File: config.mk
export PLATFORM = sky130hd
export DESIGN_NAME = lii_out_arbiter
export DESIGN_NICKNAME = d
export VERILOG_FILES = /design/src/rtl/lii_out_arbiter.sv
export SDC_FILE = /design/constraint.sdc
export NUM_CORES = 1
export LEC_CHECK = 0
export CORE_AREA = 2 2 286 288
export CTS_CLUSTER_DIAMETER = 200
export DETAILED_ROUTE_END_ITERATION = 8
export DIE_AREA = 0 0 288 290
export RECOVER_POWER = 25
export SYNTH_ARGS = -nofsm -noshare
export SYNTH_HDL_FRONTEND = slang
export SYNTH_SLANG_ARGS = --single-unit
File: constraint.sdc
create_clock -name aclk -period 2.4 [get_ports aclk]
set_input_delay 0.24 -clock aclk [delete_from_list [all_inputs] [get_ports aclk]]
set_output_delay 0.24 -clock aclk [all_outputs]
set_load 0.03 [all_outputs]
File: src/rtl/lii_out_arbiter.sv
// Round-robin arbiter sharing one LII output channel between N requester streams.
// Bounded bursts per grant, one registered output stage toward the phy.
//
// state | meaning
// IDLE  | no grant held; arbitrate among valid requesters starting after last
// GRANT | forward beats from grant_idx until burst limit or its valid drops
module lii_out_arbiter #(
  parameter int N         = 4,
  parameter int PW        = 128,
  parameter int MAX_BURST = 16,
  localparam int IW       = (N > 1) ? $clog2(N) : 1,
  localparam int CW       = $clog2(MAX_BURST + 1)
) (
  input  logic              aclk,
  input  logic              arstn,
  input  logic [N*PW-1:0]   req_tdata,
  input  logic [N-1:0]      req_tvalid,
  output logic [N-1:0]      req_tready,
  input  logic [N*8-1:0]    req_src,
  input  logic [N*8-1:0]    req_dst,
  output logic [PW-1:0]     lii_out_p0_tdata,
  output logic              lii_out_p0_tvalid,
  input  logic              lii_out_p0_tready,
  output logic [7:0]        lii_out_p0_src,
  output logic [7:0]        lii_out_p0_dst,
  output logic [IW-1:0]     grant_idx,
  output logic              busy
);

  typedef enum logic {IDLE, GRANT} state_t;

  state_t          state, state_nxt;
  logic [IW-1:0]   grant_idx_nxt, last, last_nxt, pick;
  logic [CW-1:0]   cnt, cnt_nxt;
  logic            any_valid, sel_valid, stage_free, accept;
  logic [PW-1:0]   sel_data;
  logic [7:0]      sel_src, sel_dst;
  logic [2*N-1:0]  dbl_valid;
  logic [N-1:0]    rot_valid;

  assign busy = (state == GRANT);

  always_comb begin
    sel_data  = '0;
    sel_src   = '0;
    sel_dst   = '0;
    sel_valid = 1'b0;
    for (int i = 0; i < N; i++) begin
      if (grant_idx == IW'(i)) begin
        sel_data  = req_tdata[i*PW +: PW];
        sel_src   = req_src[i*8 +: 8];
        sel_dst   = req_dst[i*8 +: 8];
        sel_valid = req_tvalid[i];
      end
    end
  end

  // Bit k of rot_valid is requester (last+1+k) mod N, so the lowest set bit wins.
  always_comb begin
    dbl_valid = {req_tvalid, req_tvalid};
    rot_valid = N'(dbl_valid >> (int'(last) + 1));
    pick      = '0;
    any_valid = 1'b0;
    for (int k = 0; k < N; k++) begin
      if (!any_valid && rot_valid[k]) begin
        any_valid = 1'b1;
        pick      = IW'((int'(last) + 1 + k) % N);
      end
    end
  end

  always_comb begin
    state_nxt     = state;
    grant_idx_nxt = grant_idx;
    last_nxt      = last;
    cnt_nxt       = cnt;
    req_tready    = '0;
    accept        = 1'b0;
    stage_free    = !lii_out_p0_tvalid || lii_out_p0_tready;
    case (state)
      IDLE: begin
        if (any_valid) begin
          grant_idx_nxt = pick;
          cnt_nxt       = '0;
          state_nxt     = GRANT;
        end
      end
      GRANT: begin
        for (int i = 0; i < N; i++) begin
          if (grant_idx == IW'(i)) req_tready[i] = stage_free;
        end
        accept = sel_valid && stage_free;
        if (accept) begin
          if (cnt == CW'(MAX_BURST - 1)) begin
            state_nxt = IDLE;
            last_nxt  = grant_idx;
            cnt_nxt   = '0;
          end else begin
            cnt_nxt = cnt + 1'b1;
          end
        end else if (!sel_valid) begin
          state_nxt = IDLE;
          last_nxt  = grant_idx;
        end
      end
      default: state_nxt = IDLE;
    endcase
  end

  always_ff @(posedge aclk) begin
    if (!arstn) begin
      state             <= IDLE;
      grant_idx         <= '0;
      last              <= IW'(N - 1);
      cnt               <= '0;
      lii_out_p0_tvalid <= 1'b0;
      lii_out_p0_tdata  <= '0;
      lii_out_p0_src    <= '0;
      lii_out_p0_dst    <= '0;
    end else begin
      state     <= state_nxt;
      grant_idx <= grant_idx_nxt;
      last      <= last_nxt;
      cnt       <= cnt_nxt;
      if (accept) begin
        lii_out_p0_tvalid <= 1'b1;
        lii_out_p0_tdata  <= sel_data;
        lii_out_p0_src    <= sel_src;
        lii_out_p0_dst    <= sel_dst;
      end else if (lii_out_p0_tready) begin
        lii_out_p0_tvalid <= 1'b0;
      end
    end
  end

endmodule
# --- Word level (Yosys, flattened, before mapping) ---
# Index checks and enable logic that the tools add are counted.
word_totals:
  elab_cells: 81
  output_inout_bits: 152
  register_bits: 155
  in_bits: 583
op_classes:
  eq_ne: 8
  n_reduce_logical: 14
  n_mux: 44
  n_bitwise: 1
  addsub: 5
  n_shift: 1
ops:
  columns: ["cell", "count"]
  rows:
  - ["128-bit two-way mux", 4]
  - ["8-bit two-way mux", 8]
  - ["1-bit two-way mux", 19]
  - ["5-bit two-way mux", 3]
  - ["2-bit two-way mux", 7]
  - ["5-bit case mux with 2 select lines", 1]
  - ["8-bit by 3-bit >> shifter with 4-bit output", 1]
  - ["2-bit adder (second input constant)", 3]
  - ["2-bit by 1-bit != test with 1-bit output (second input constant)", 3]
  - ["5-bit by 1-bit adder with 5-bit output (second input constant)", 1]
  - ["5-bit by 4-bit == test with 1-bit output (second input constant)", 1]
  - ["2-bit == test (second input constant)", 2]
  - ["1-bit logical AND", 4]
  - ["1-bit logical NOT", 4]
  - ["4-bit two-way mux", 1]
  - ["2-bit AND reduction", 2]
  - ["2-bit by 1-bit adder with 3-bit output (second input constant)", 1]
  - ["3-bit AND reduction", 1]
  - ["2-bit by 1-bit == test with 1-bit output (second input constant)", 1]
  - ["2-bit logical NOT", 1]
  - ["2-bit != test (second input constant)", 1]
  - ["1-bit case mux with 2 select lines", 1]
  - ["2-bit nonzero test", 1]
  - ["1-bit logical OR", 1]
  - ["1-bit inverter", 1]

# --- Depth between registers and ports, before layout ---
# Gate-level depths: netlist (run 1).
depth:
  depth_word: 14
  mapped_depth: 8
  ltp_nobuf: 5

# --- Least setup slack after synthesis (run 1) ---
# OpenSTA, ideal clock, no wires.
synth_path:
  kind: "reg-to-output"
  from: "register grant_idx[1]"
  to: "output req_tready[2]"
  path_stages_with_launch: 5
  t_arrival_ps: 1998
  path_buffers: 3
  setup_slack_ps: 162
  required_time_ps: 2160
  cell_sequence: "dfxtp_1 > buf_6 > clkbuf_1 > clkbuf_1 > nor3b_1"
synth_via:
  elab_chain_cells: 3
synth_lines:
  columns: ["item", "line", "text"]
  rows:
  - ["start: declaration", "26", "output logic [IW-1:0] grant_idx,"]
  - ["start signal: assignment", "122", "grant_idx <= grant_idx_nxt;"]
  - ["2-bit == test", "90", "if (grant_idx == IW'(i)) req_tready[i] = stage_free;"]
  - ["1-bit two-way mux", "90", null]
  - ["4-bit two-way mux", "80", "case (state)"]
  - ["end: declaration", "18", "output logic [N-1:0] req_tready,"]
# No other way between the ends.

# --- Final worst setup path (run 1) ---
layout_path:
  from: "register lii_out_p0_tvalid"
  to: "output req_tready[0]"
layout_via:
  elab_chain_cells: 4
layout_lines:
  columns: ["item", "line", "text"]
  rows:
  - ["start: declaration", "22", "output logic lii_out_p0_tvalid,"]
  - ["start signal: assignment", "116", "lii_out_p0_tvalid <= 1'b0;"]
  - ["start signal: assignment", "126", "lii_out_p0_tvalid <= 1'b1;"]
  - ["start signal: assignment", "131", "lii_out_p0_tvalid <= 1'b0;"]
  - ["1-bit logical NOT", "79", "stage_free = !lii_out_p0_tvalid || lii_out_p0_tready;"]
  - ["1-bit logical OR", "79", null]
  - ["1-bit two-way mux", "90", null]
  - ["4-bit two-way mux", "80", null]
# No other way between the ends.

==> summary.txt, run 1 <==
Status
  – Status: finished clean

Route
  – Detailed-route DRC error count: 0
  – Vias/cell: 3.72
  – TritonRoute pass-1 iters: 5
  – Total wire length: 44,900 um
  – Antenna Nets Post-Route: 0
  – DR WL/cell: 16.9 um
  – DR iter-0 viols: 378
  – Via count: 9,912

Yosys
  – Post-Synthesis Cells: 875
  – Synth Area in XOR/XNOR: 0
  – Asr flop ratio synth: 0
  – Simple-Gate Fraction of Synth Area: 0.139
  – Post-synth top area cell: mux4_2
  – #FFs+latches synth: 155
  – Synth top area cells: mux4_2 (35%), dfxtp_1 (33%), nand2_1 (12%), a21boi_1 (8.7%), a21boi_0 (3.0%)
  – Top_reg_cell synth: dfxtp_1
  – Mean Syn Cell Area: 10.7 um2
  – Mapped cell area: 9380 um2
  – Register area share after synthesis: 0.331
  – Compound-Gate Fraction of Synth Area: 0.126
  – Unique cell type count in the Yosys netlist: 37
  – Multiplexer area fraction after synthesis: 0.350
  – Syn Nets: 1,459
  – Synthesis warning total: 0
  – Adder-cell share of the synthesized area: 0.00133
  – Synth top area share: 0.348
  – Largest family of logic cells by synthesized area: multiplexers
  – Number of synthesized flops with an enable pin: 0

CTS
  – Clk root buf: clkbuf_16
  – TritonCTS clock tree: built
  – Post-CTS Setup Bufs: 0
  – CTS H-tree lvls: 4
  – CTS Buffer Depth: 2
  – Skew-Pair Late Insertion Delay: 470 ps
  – Total CTS buffers: 17
  – CTS sink count: 155
  – Clock-pin slew on the worst setup and hold paths: 70 ps

Placement
  – Port Buffers: 734
  – Dpl ws: 220 ps
  – Global placer's final weighted congestion: 0.884
  – HPWL Detailed: 37,300 um

Finish
  – Fin nets: 2,174
  – P&R area growth vs syn: 99.0%
  – Layout cells sized above 1: 0.143

Power and ir drop
  – Max VDD drop: 0.000418 V
  – LEAKAGE: 0.00642 uW
  – Pwr dens: 502 nW/um2

Worst hold path
  – Hold path depth: 2
  – Hold path startpoint: arstn
  – Hold Path Sink: lii_out_p0_tdata[38]$_SDFFE_PN0P_
  – HP Class: in -> reg

Timing
  – Worst Tran Pin Value: 516 ps
  – Worst slew margin: 0.656
  – RSZ-0062 raised after global routing: no
  – Min Tclk post-route: 2190 ps
  – Final setup TNS: 0 ps
  – Upper clock frequency limit: 456 MHz
  – Fin. Hold Viols: 0
  – Final setup vio count: 0
  – Fin Clk Skew: 13.4 ps
  – Pins Over Slew Limit: 0
  – Tcrit/Tclk final: 0.914
  – Final worst slack: 207 ps

Worst setup path
  – CP cell instances: nand2b_1 -> nand2_1 -> nor3_1 -> clkdlybuf4s50_1
  – CP startpoint kind: flip-flop
  – CP bufs+invs: 1
  – Critical path peak fanout: 4
  – Worst Setup End Kind: output port
  – Kind of cell adding the most delay to the critical path: buffers and inverters
  – Arr. time, crit path: 1950 ps
  – Slowest cell delay on critical path: 690 ps
  – Crit path kind: reg -> out
  – Critical path's slowest cell: clkdlybuf4s50_1
  – R2R depth: 6
  – Critical Path RT: 2160 ps
  – Reg2reg start: grant_idx[1]$_SDFFE_PN0P_
  – FF-to-FF End: lii_out_p0_tdata[99]$_SDFFE_PN0P_
  – Flop2flop setup slack: 340 ps

Floorplanning
  – Initial core utilization: 0.117
  – Die Y: 290 um
  – Core area: 80,200 um2
  – Rows: 104
  – Die width: 288 um
  – # IOs: 735
  – Die Area: 83,500 um2

Global routing
  – Global-route wire length before repair: 65,500 um
  – GRT Util Overall: 0.106
  – Initial antenna violation count: 5
  – Total gr overflow: 0
  – Vias in the first global route: 10,200
  – Largest net degree at the start of global routing: 85

Run
  – Max-Cap Viols: 0
==> stage by stage <==
| step | std cells | hold slack [ps] | utilization | total power, uW | instance area [um2] |
|---|---|---|---|---|---|
| 2_1_floorplan | 875 | 425 | - | 4870 | 9380 |
| 6_report | 2664 | 104 | 0.233 | 9360 | 18700 |
| 4_1_cts | 2663 | 36.5 | 0.233 | 9670 | 18700 |
| 3_3_place_gp | 2631 | 440 | 0.226 | 6860 | 18100 |
| 5_1_grt | 2663 | 49.0 | 0.233 | 9940 | 18700 |
| 3_5_place_dp | 2631 | 444 | 0.226 | 6860 | 18100 |
==> worst max-delay path by stage <==
stage	cells after the start	startpoint	end	slack, ps
2_1_floorplan	4	grant_idx[1]$_SDFFE_PN0P_	req_tready[2]	160
3_3_place_gp	5	lii_out_p0_tready	req_tready[0]	200
3_5_place_dp	5	lii_out_p0_tready	req_tready[0]	220
4_1_cts	2	grant_idx[1]$_SDFFE_PN0P_	grant_idx[1]	20
5_1_grt	4	lii_out_p0_tvalid$_SDFFE_PN0P_	req_tready[0]	50
6_report	4	lii_out_p0_tvalid$_SDFFE_PN0P_	req_tready[0]	210
==> power by group <==
group	internal, uW	switching, uW
Sequential	2800	142
Combinational	2120	1650
Clock	1380	1290
==> placed cells by master (no fill, tap or decap), types with 2 or more instances in the layout <==
| master | count |
|---|---|
| dfxtp_4 | 2 |
| buf_12 | 14 |
| nor2_1 | 2 |
| clkinv_4 | 2 |
| clkdlybuf4s50_1 | 660 |
| clkbuf_16 | 17 |
| inv_6 | 6 |
| o221ai_1 | 2 |
| and4_1 | 2 |
| mux4_2 | 145 |
| mux2i_1 | 2 |
| a21boi_1 | 109 |
| nor3b_1 | 3 |
| a21boi_0 | 37 |
| clkinvlp_4 | 3 |
| and3_1 | 2 |
| dlygate4sd3_1 | 70 |
| dfxtp_1 | 153 |
| nor2b_1 | 5 |
| o21ai_0 | 2 |
| nand3_1 | 4 |
| buf_4 | 36 |
| nand4_1 | 4 |
| inv_1 | 3 |
| nand2_1 | 296 |
==> per-layer routing <==
metal,wire [um],vias to the layer above,global-route usage
met5,0,-,0
met4,1110,0,0.0392
met3,3520,48,0.0300
met2,21900,429,0.179
met1,18400,4796,0.127
li1,-,4639,-
==> logic make-up (layout without fill, tap and decap cells) <==
group	after synthesis	after routing
other cells	0	1
mux	147	147
flops	155	155
compound gates	158	158
simple gates	326	326
buf+inv	88	816
fa+ha+maj	1	1
==> area by class of cell <==
cell class,instances,area [um2]
clock buffers,19,443
fillers,8681,61500
well taps,1060,1330
flip-flops and latches,155,3110
diodes,1,2.50
inverters,3,11.3
repair buffers,781,7870
multi-input cells,632,5790
clock inverters,13,109
==> cell usage after synthesis (2+ instances only) <==
cell,count
nor3b_1,3
and3_1,2
mux4_2,145
nand3_1,4
nor2_1,2
nand2_1,296
a21boi_0,37
dfxtp_1,155
clkbuf_1,35
a21boi_1,109
mux2i_1,2
o21ai_0,2
buf_4,4
and4_1,2
o221ai_1,2
inv_1,3
buf_2,32
nand4_1,4
nor2b_1,5
buf_6,14
==> what timing repair did <==
action,CTS,global route
setup endpoints to repair,0,1
hold buffers,0,0
resized for setup,0,1
==> flip-flops by register name, indices dropped and copies added (netlist names) <==
signal,flops
cnt,5
lii_out_p0_tdata,128
lii_out_p0_dst,8
lii_out_p0_tvalid,1
last,2
busy,1
grant_idx,2
lii_out_p0_src,8
No activity file was read; power rests on OpenSTA's default activity.
==> run 2: changes to the inputs <==
--- a/config.mk
+++ b/config.mk
@@ -10,6 +10,7 @@
 export DETAILED_ROUTE_END_ITERATION = 8
 export DIE_AREA = 0 0 288 290
 export RECOVER_POWER = 25
+export SLEW_MARGIN = 15
 export SYNTH_ARGS = -nofsm -noshare
 export SYNTH_HDL_FRONTEND = slang
 export SYNTH_SLANG_ARGS = --single-unit
==> results of run 2 <==
No change in the layout: final DEF, timing and power equal those of run 1.
==> run 3: changes to the inputs <==
--- a/config.mk
+++ b/config.mk
@@ -9,6 +9,7 @@
 export CTS_CLUSTER_DIAMETER = 200
 export DETAILED_ROUTE_END_ITERATION = 8
 export DIE_AREA = 0 0 288 290
+export MAX_ROUTING_LAYER = met4
 export RECOVER_POWER = 25
 export SLEW_MARGIN = 15
 export SYNTH_ARGS = -nofsm -noshare
==> summary.txt, run 3 (same netlist as run 1, synthesis figures left out) <==
Global routing
  – GRT Util Overall: 0.109 (+0.00346)
  – Global-route wire length before repair: 65,900 um (+0.72%)
  – Largest net degree at the start of global routing: 81 (-4.7%)
  – Initial antenna violation count: 5 (unchanged)
  – Total gr overflow: 0 (unchanged)
  – Vias in the first global route: 10,500 (+3.0%)

Placement
  – Cell Area, Placed: 18,100 um2 (-0.15%)
  – Port Buffers: 734 (unchanged)
  – HPWL Detailed: 37,700 um (+0.91%)
  – Global placer's final weighted congestion: 0.923 (+4.4%)
  – Placed Instances: 2,629 (-0.076%)

Route
  – TritonRoute pass-1 iters: 4 (-1)
  – Via count: 9,938 (+0.26%)
  – DR iter-0 viols: 421 (+11%)
  – Detailed-route DRC error count: 0 (unchanged)
  – Antenna Nets Post-Route: 0 (unchanged)
  – Vias/cell: 3.73 (+0.30%)
  – DR WL/cell: 16.9 um (+0.13%)
  – Total wire length: 44,900 um (about the same)

Finish
  – Top reg by flops: lii_out_p0_tdata
  – P&R area growth vs syn: 99.2% (about the same)
  – Final Instance Area: 18,700 um2 (about the same)
  – Multi-input combinational cell area: 5790 um2 (unchanged)
  – Final-layout fill cell count: 8,732 (+0.59%)
  – Layout cells sized above 1: 0.143 (-0.000445)
  – Most common cell after layout, fill and taps aside: clkdlybuf4s50_1
  – Layout Cells excl Fill: 2,663 (-0.038%)
  – Reg area: 3110 um2 (unchanged)
  – Max FFs per register: 128 (unchanged)
  – Largest regs: lii_out_p0_tdata: 128 flops, lii_out_p0_dst: 8 flops, lii_out_p0_src: 8 flops
  – Commonest cells after routing, fill and taps aside: clkdlybuf4s50_1 (659), nand2_1 (296), dfxtp_1 (153), mux4_2 (145), a21boi_1 (109)
  – Fin nets: 2,172 (-0.092%)

Timing
  – Worst slew margin: 0.630 (-0.0262)
  – Fin. Hold Viols: 0 (unchanged)
  – Worst Tran Pin Value: 555 ps (+39.2 ps)
  – Upper clock frequency limit: 457 MHz (+0.10%)
  – RSZ-0062 raised after global routing: no
  – Fin Clk Skew: 12.3 ps (-1.15 ps)
  – Final setup vio count: 0 (unchanged)
  – Pins Over Slew Limit: 0 (unchanged)
  – Min Hold Slack: 198 ps (+94.0 ps)
  – Min Tclk post-route: 2190 ps (-2.20 ps)
  – Tcrit/Tclk final: 0.913 (-0.000916)
  – Final setup TNS: 0 ps (unchanged)

Floorplanning
  – Die Y: 290 um (unchanged)
  – Die width: 288 um (unchanged)
  – Rows: 104 (unchanged)
  – Initial core utilization: 0.117 (unchanged)
  – Die Area: 83,500 um2 (unchanged)
  – Core area: 80,200 um2 (unchanged)
  – # IOs: 735 (unchanged)

CTS
  – CTS H-tree lvls: 4 (unchanged)
  – CTS sink count: 155 (unchanged)
  – CTS Buffer Depth: 2 (unchanged)
  – Total CTS buffers: 17 (unchanged)
  – TritonCTS clock tree: built
  – Clock-pin slew on the worst setup and hold paths: 80 ps (about the same)
  – Post-CTS Hold Fix Bufs: 0 (unchanged)
  – Post-CTS Setup Bufs: 0 (unchanged)
  – Clk root buf: clkbuf_16
  – Skew-Pair Late Insertion Delay: 470 ps (about the same)

Worst setup path
  – FF-to-FF End: lii_out_p0_tdata[121]$_SDFFE_PN0P_
  – Critical path peak fanout: 4 (unchanged)
  – CP startpoint kind: input pin
  – Arr. time, crit path: 1950 ps (about the same)
  – Crit path kind: in -> out
  – Critical Path RT: 2160 ps (about the same)
  – R2R depth: 6 (unchanged)
  – Critical Path End: req_tready[0]
  – Reg2reg start: grant_idx[1]$_SDFFE_PN0P_
  – Crit. Startpoint: lii_out_p0_tready
  – Worst Setup End Kind: output port
  – Flop2flop setup slack: 320 ps (-20 ps)

Power and ir drop
  – LEAKAGE: 0.00645 uW (+0.49%)
  – Flop pwr share: 0.307 (-0.007)
  – Net Sw Power: 3120 uW (+1.3%)
  – Clk pwr share: 0.298 (+0.014)
  – Pwr dens: 509 nW/um2 (+1.6%)
  – Combinational Power Share: 0.395 (-0.007)
  – Switching Fraction: 0.327 (-0.00100)
  – Max VDD drop: 0.000415 V (-0.86%)
  – P_int: 6400 uW (+1.8%)

Run
  – Max-Cap Viols: 0 (unchanged)

Status
  – Status: finished clean

Worst hold path
  – HP Class: in -> reg
## run 3: cell types whose count changed in the layout (fill, tap and decap cells not counted), sizes merged
cell,before,now
clkbuf,19,18
inv,10,11
clkinv,3,5
bufinv,0,1
buf,50,48
diode,1,2
dlymetal6s2s,1,2
clkinvlp,3,0
clkdlybuf4s50,660,659
## run 3: worst min path at each step
stage,start,endpoint,cells after the start
2_1_floorplan,req_tvalid[0],grant_idx[0]$_SDFFE_PN0P_,3
3_3_place_gp,lii_out_p0_dst[5]$_SDFFE_PN0P_,lii_out_p0_dst[5]$_SDFFE_PN0P_,2
3_5_place_dp,lii_out_p0_tdata[113]$_SDFFE_PN0P_,lii_out_p0_tdata[113]$_SDFFE_PN0P_,2
4_1_cts,arstn,cnt[3]$_SDFFE_PN0P_,4
5_1_grt,arstn,cnt[3]$_SDFFE_PN0P_,4
6_report,arstn,cnt[3]$_SDFFE_PN0P_,4
## run 3: cell type report
cell class | count | share of cell area
antenna | 2 | 0.000268
clock buffer | 18 | 0.0235
clock inverter | 14 | 0.00804
inverter | 3 | 0.000603
multi-input combinational | 632 | 0.310
sequential | 155 | 0.167
tap | 1060 | 0.0710
timing repair buffer | 779 | 0.420
## run 3: timing repair
item,CTS,global route
endpoints found under the hold margin,0,0
endpoints found under the setup margin,0,2
resized for setup,0,2
## run 3: metrics by stage
stage	setup slack, ps	power (uW)	utilization
2_1_floorplan	162	4870	-
3_3_place_gp	187	6850	0.226
3_5_place_dp	193	6850	0.226
4_1_cts	22.0	9810	0.233
5_1_grt	66.7	10100	0.233
6_report	210	9520	0.233
## run 3: power groups by stage
stage	Clock, uW	Combinational, uW	Sequential (uW)
final	2830	3760	2920
after global routing	3090	4030	2960
after CTS	3000	3880	2930
after detailed placement	0	3860	2990
after global placement	0	3860	2990
after floorplan	0	1480	3390
## run 3: per-layer routing
layer / GRT usage / vias up / wire [um]
met5: - / - / 0
met4: 0.0315 / 0 / 784
met3: 0.0282 / 34 / 3690
met2: 0.186 / 452 / 22500
met1: 0.126 / 4814 / 18000
li1: - / 4638 / -
## run 3: worst max-delay path: stages
cell,delay (ps)
clkdlybuf4s50_1,490
nand2b_1,250
nand2_1,110
nor3_1,150
clkdlybuf4s50_1,700
==> edit 1, RTL diff (flow settings as in run 1) <==
`N`: 4 -> 2.
--- a/src/rtl/lii_out_arbiter.sv
+++ b/src/rtl/lii_out_arbiter.sv
@@ -5,7 +5,7 @@
 // IDLE  | no grant held; arbitrate among valid requesters starting after last
 // GRANT | forward beats from grant_idx until burst limit or its valid drops
 module lii_out_arbiter #(
-  parameter int N         = 4,
+  parameter int N         = 2,
   parameter int PW        = 128,
   parameter int MAX_BURST = 16,
   localparam int IW       = (N > 1) ? $clog2(N) : 1,
Interface: changed (6 resized); port bits go from 735 to 442. The function was not compared with the original's and may differ.
==> edit 1 against run 1 <==
  * Via count shrank 32%
  * Routed wire length shrank 39%
  * Total power shrank 16%
  * Utilization shrank 6.5 points
  * First-iteration DRC count shrank 49%
  * Combinational power shrank 43%
  * Synthesized area shrank 25%
  * Setup slack gained 0.19 ns
  * Sequential cell count shrank 2
  * Design area shrank 28%
  * Maximum frequency grew 9.4%
==> edit 1: results (changes against run 1) <==
| Metric | Value |
|---|---|
| Nets | `1420 (was 2174)` |
| Worst Hold Path EP | `cnt[4]$_SDFFE_PN0P_ (was lii_out_p0_tdata[38]$_SDFFE_PN0P_)` |
| DP Area | `12900 sq um (was 18100 sq um)` |
| Total track usage | `6.41% (was 10.6%)` |
| FF/Latch Area | `3060 sq um (was 3110 sq um)` |
| Post-synth top cells | `dfxtp_1, nand2_1, mux2i_1 (was nand2_1, dfxtp_1, mux4_2)` |
| DRT Pass-1 Iters | `6 (was 5)` |
| First-pass GRT wire length | `39.9 mm (was 65.5 mm)` |
| Crit path capture | `grant_idx (was req_tready[0])` |
| Inverters, non-clock | `2 (was 3)` |
| Cell Count, Final, Fillers Out | `2199 (was 2664)` |
| Clk_skew | `0.0175 ns (was 0.0134 ns)` |
| Hold_ws | `0.106 ns (was 0.104 ns)` |
| Multi-input combinational area share | `27.3% (was 31.0%)` |
| Dpl cells | `2167 (was 2631)` |
| I/O Buffers | `441 (was 734)` |
| Met2 wire length | `12.9 mm (was 21.9 mm)` |
| Post-Place Worst Slack | `0.227 ns (was 0.220 ns)` |
| Worst path arrival time | `1.76 ns (was 1.95 ns)` |
| DRT Wirelength | `27.2 mm (was 44.9 mm)` |
| Routed wl met3 | `2.84 mm (was 3.52 mm)` |
| # diodes | `0 (was 1)` |
| Slew @ Worst Pin | `0.526 ns (was 0.516 ns)` |
| Largest net degree at the start of global routing | `77 (was 85)` |
| Worst vdd ir | `0.476 mV (was 0.418 mV)` |
| Run status | `finished clean (unchanged)` |
| FF-to-FF setup slack | `0.41 ns (was 0.34 ns)` |
| Top cells by area, synth | `dfxtp_1, mux2i_1, o211a_1 (was mux4_2, dfxtp_1, nand2_1)` |
| Met1 WL | `10.9 mm (was 18.4 mm)` |
| P_leak | `6.19 nW (was 6.42 nW)` |
| Hold Crit Depth | `3 (was 2)` |
| Worst Path Max Fanout | `6 (was 4)` |
| # clk buffers | `18 (was 19)` |
| Fraction of layout cells with a size suffix above 1 | `6.15% (was 14.3%)` |
| Final-layout clock-cell area share | `4.47% (was 2.96%)` |
| Reg-to-Reg End | `lii_out_p0_tdata[122]$_SDFFE_PN0P_ (was lii_out_p0_tdata[99]$_SDFFE_PN0P_)` |
| Final period util | `83.5% (was 91.4%)` |
| Cells after Synth | `696 (was 875)` |
| Initial antenna violation count | `0 (was 5)` |
| DPL Wire Length | `21.4 mm (was 37.3 mm)` |
## edit 1: changes by cell type in the layout (fill, tap and decap cells not counted), moves of 4 or more
| cell | change |
|---|---|
| a21boi_0 | -35 |
| a21boi_1 | -109 |
| buf_12 | -5 |
| buf_4 | -8 |
| clkdlybuf4s50_1 | -283 |
| dlygate4sd3_1 | -9 |
| mux2i_1 | +144 |
| mux4_2 | -145 |
| nand2_1 | -144 |
| nand4_1 | -4 |
| o211a_1 | +144 |
## edit 1: kinds of logic (layout without fill, tap and decap cells)
logic type      Yosys count  after routing  synth area share, %
mux                     146            146                 20.7
simple gates            170            170                 9.60
fa+ha+maj                 1              1                0.177
compound gates          157            157                 21.6
buf+inv                  69            512                 4.54
flops                   153            153                 43.4
## edit 1: power breakdown
part           switching (mW)  internal (mW)
Sequential              0.119           2.75
Combinational            1.03           1.10
Clock                    1.24           1.64
## edit 1: metal layers
metal	track usage, %	vias up
met5	0	-
met4	2.77	0
met3	3.02	23
met2	10.8	323
met1	6.77	3051
li1	-	3380
==> edit 2, RTL diff (config.mk and constraints of run 1) <==
Made on the original files. Make the reset (`arstn`) asynchronous in one clocked block.
--- a/src/rtl/lii_out_arbiter.sv
+++ b/src/rtl/lii_out_arbiter.sv
@@ -107,7 +107,7 @@
     endcase
   end
 
-  always_ff @(posedge aclk) begin
+  always_ff @(posedge aclk or negedge arstn) begin
     if (!arstn) begin
       state             <= IDLE;
       grant_idx         <= '0;
Formal check against the unedited RTL: differs if arstn is asserted again (counterexample within 4 cycles, from zero or initial values and one cycle with arstn low); with arstn held inactive, the same outputs for 4 cycles.
==> edit 2 against run 1 <==
  * The flow now finishes with violations (max-capacitance violations, max-slew violations)
  * Highest routed layer is now met5
  * Design area is 1.4% higher
  * Critical path type unchanged
  * Synthesized area increased by 0.33%
  * Sequential share of layout area up 3.9 points
  * Setup slack got worse by 0.0039 ns
  * Synthesized cell count is 37% lower
  * Critical endpoint is now grant_idx[1]
  * Largest cell class unchanged
  * Routed wire length is 21% higher
  * Sequential cell count did not move
Power is not compared: it rests on default switching activity, and its combinational part moved more than twofold at a synthesized area within 25%.
==> edit 2: results (changes against run 1) <==
| Metric | Value |
|---|---|
| Worst Path Max Fanout | `58 (was 4)` |
| DP Area | `18300 sq um (was 18100 sq um)` |
| Slew @ Worst Pin | `1.54 ns (was 0.516 ns)` |
| First-pass GRT wire length | `75.1 mm (was 65.5 mm)` |
| Post-Syn Nets | `1133 (was 1459)` |
| Mapped Avg Cell Area | `17.1 sq um (was 10.7 sq um)` |
| Mux cell area share after synthesis | `52.3% (was 35.0%)` |
| Final-layout clock-cell area share | `3.21% (was 2.96%)` |
| Post-Place Worst Slack | `0.101 ns (was 0.220 ns)` |
| M2 GR Usage | `23.0% (was 17.9%)` |
| Met1 WL | `20.2 mm (was 18.4 mm)` |
| Total track usage | `12.8% (was 10.6%)` |
| # diodes | `3 (was 1)` |
| Max cap viols | `1 (was 0)` |
| Failing checks | `max-capacitance violations, max-slew violations` |
| Final Max Tran Viols | `48 (was 0)` |
| Async set-or-reset flop fraction in the synthesized netlist | `100% (was 0%)` |
| Area leader, netlist | `dfrtp_1 (was mux4_2)` |
| XOR/XNOR Fraction of Synth Area | `0.0931% (was 0%)` |
| Clk_skew | `0.0154 ns (was 0.0134 ns)` |
| Fraction of layout cells with a size suffix above 1 | `28.6% (was 14.3%)` |
| Sequential-to-total area share from yosys stat | `41.3% (was 33.1%)` |
| Seq/total area | `20.5% (was 16.7%)` |
| DRT Pass-1 Iters | `4 (was 5)` |
| Met1 Track Usage GR | `13.9% (was 12.7%)` |
| Complex-gate fraction of the synthesized area | `1.69% (was 12.6%)` |
| FILL cells | `8447 (was 8681)` |
| Top cells by area, synth | `dfrtp_1, mux4_2, mux2_2 (was mux4_2, dfxtp_1, nand2_1)` |
| DR vias/cell | `3.69 (was 3.72)` |
| Routed wl met3 | `5.25 mm (was 3.52 mm)` |
| Initial antenna violation count | `28 (was 5)` |
| Run status | `complete, but fails checks (was finished clean)` |
| DPL Wire Length | `46.6 mm (was 37.3 mm)` |
| Post-DR wirelength/cell | `23.0 um (was 16.9 um)` |
| Resized cells post-CTS | `1 (was 0)` |
| Number of global-route vias before repair | `10.1k (was 10.2k)` |
| Count of multi-input gates | `339 (was 632)` |
## edit 2: changes by cell type in the layout (fill, tap and decap cells not counted), sizes merged, moves of 69 or more
cell and delta:
mux2 +144, dfrtp +153, nand2 -290, dlygate4sd3 -69, dfxtp -155, a21boi -146
## edit 2: final timing paths
path / from / end / slack [ns] / depth (start not counted)
min in group asynchronous: arstn / lii_out_p0_src[1]$_DFFE_PN0P_ / 0.69 / 2
worst max register to register: grant_idx[1]$_DFFE_PN0P_ / lii_out_p0_tdata[94]$_DFFE_PN0P_ / 0.28 / 5
worst min-delay path: lii_out_p0_src[6]$_DFFE_PN0P_ / lii_out_p0_src[6]$_DFFE_PN0P_ / 0.50 / 1
worst min register to register: lii_out_p0_src[6]$_DFFE_PN0P_ / lii_out_p0_src[6]$_DFFE_PN0P_ / 0.50 / 1
max in group asynchronous: arstn / lii_out_p0_tdata[15]$_DFFE_PN0P_ / 0.55 / 3
worst max-delay path: grant_idx[1]$_DFFE_PN0P_ / grant_idx[1] / 0.20 / 2
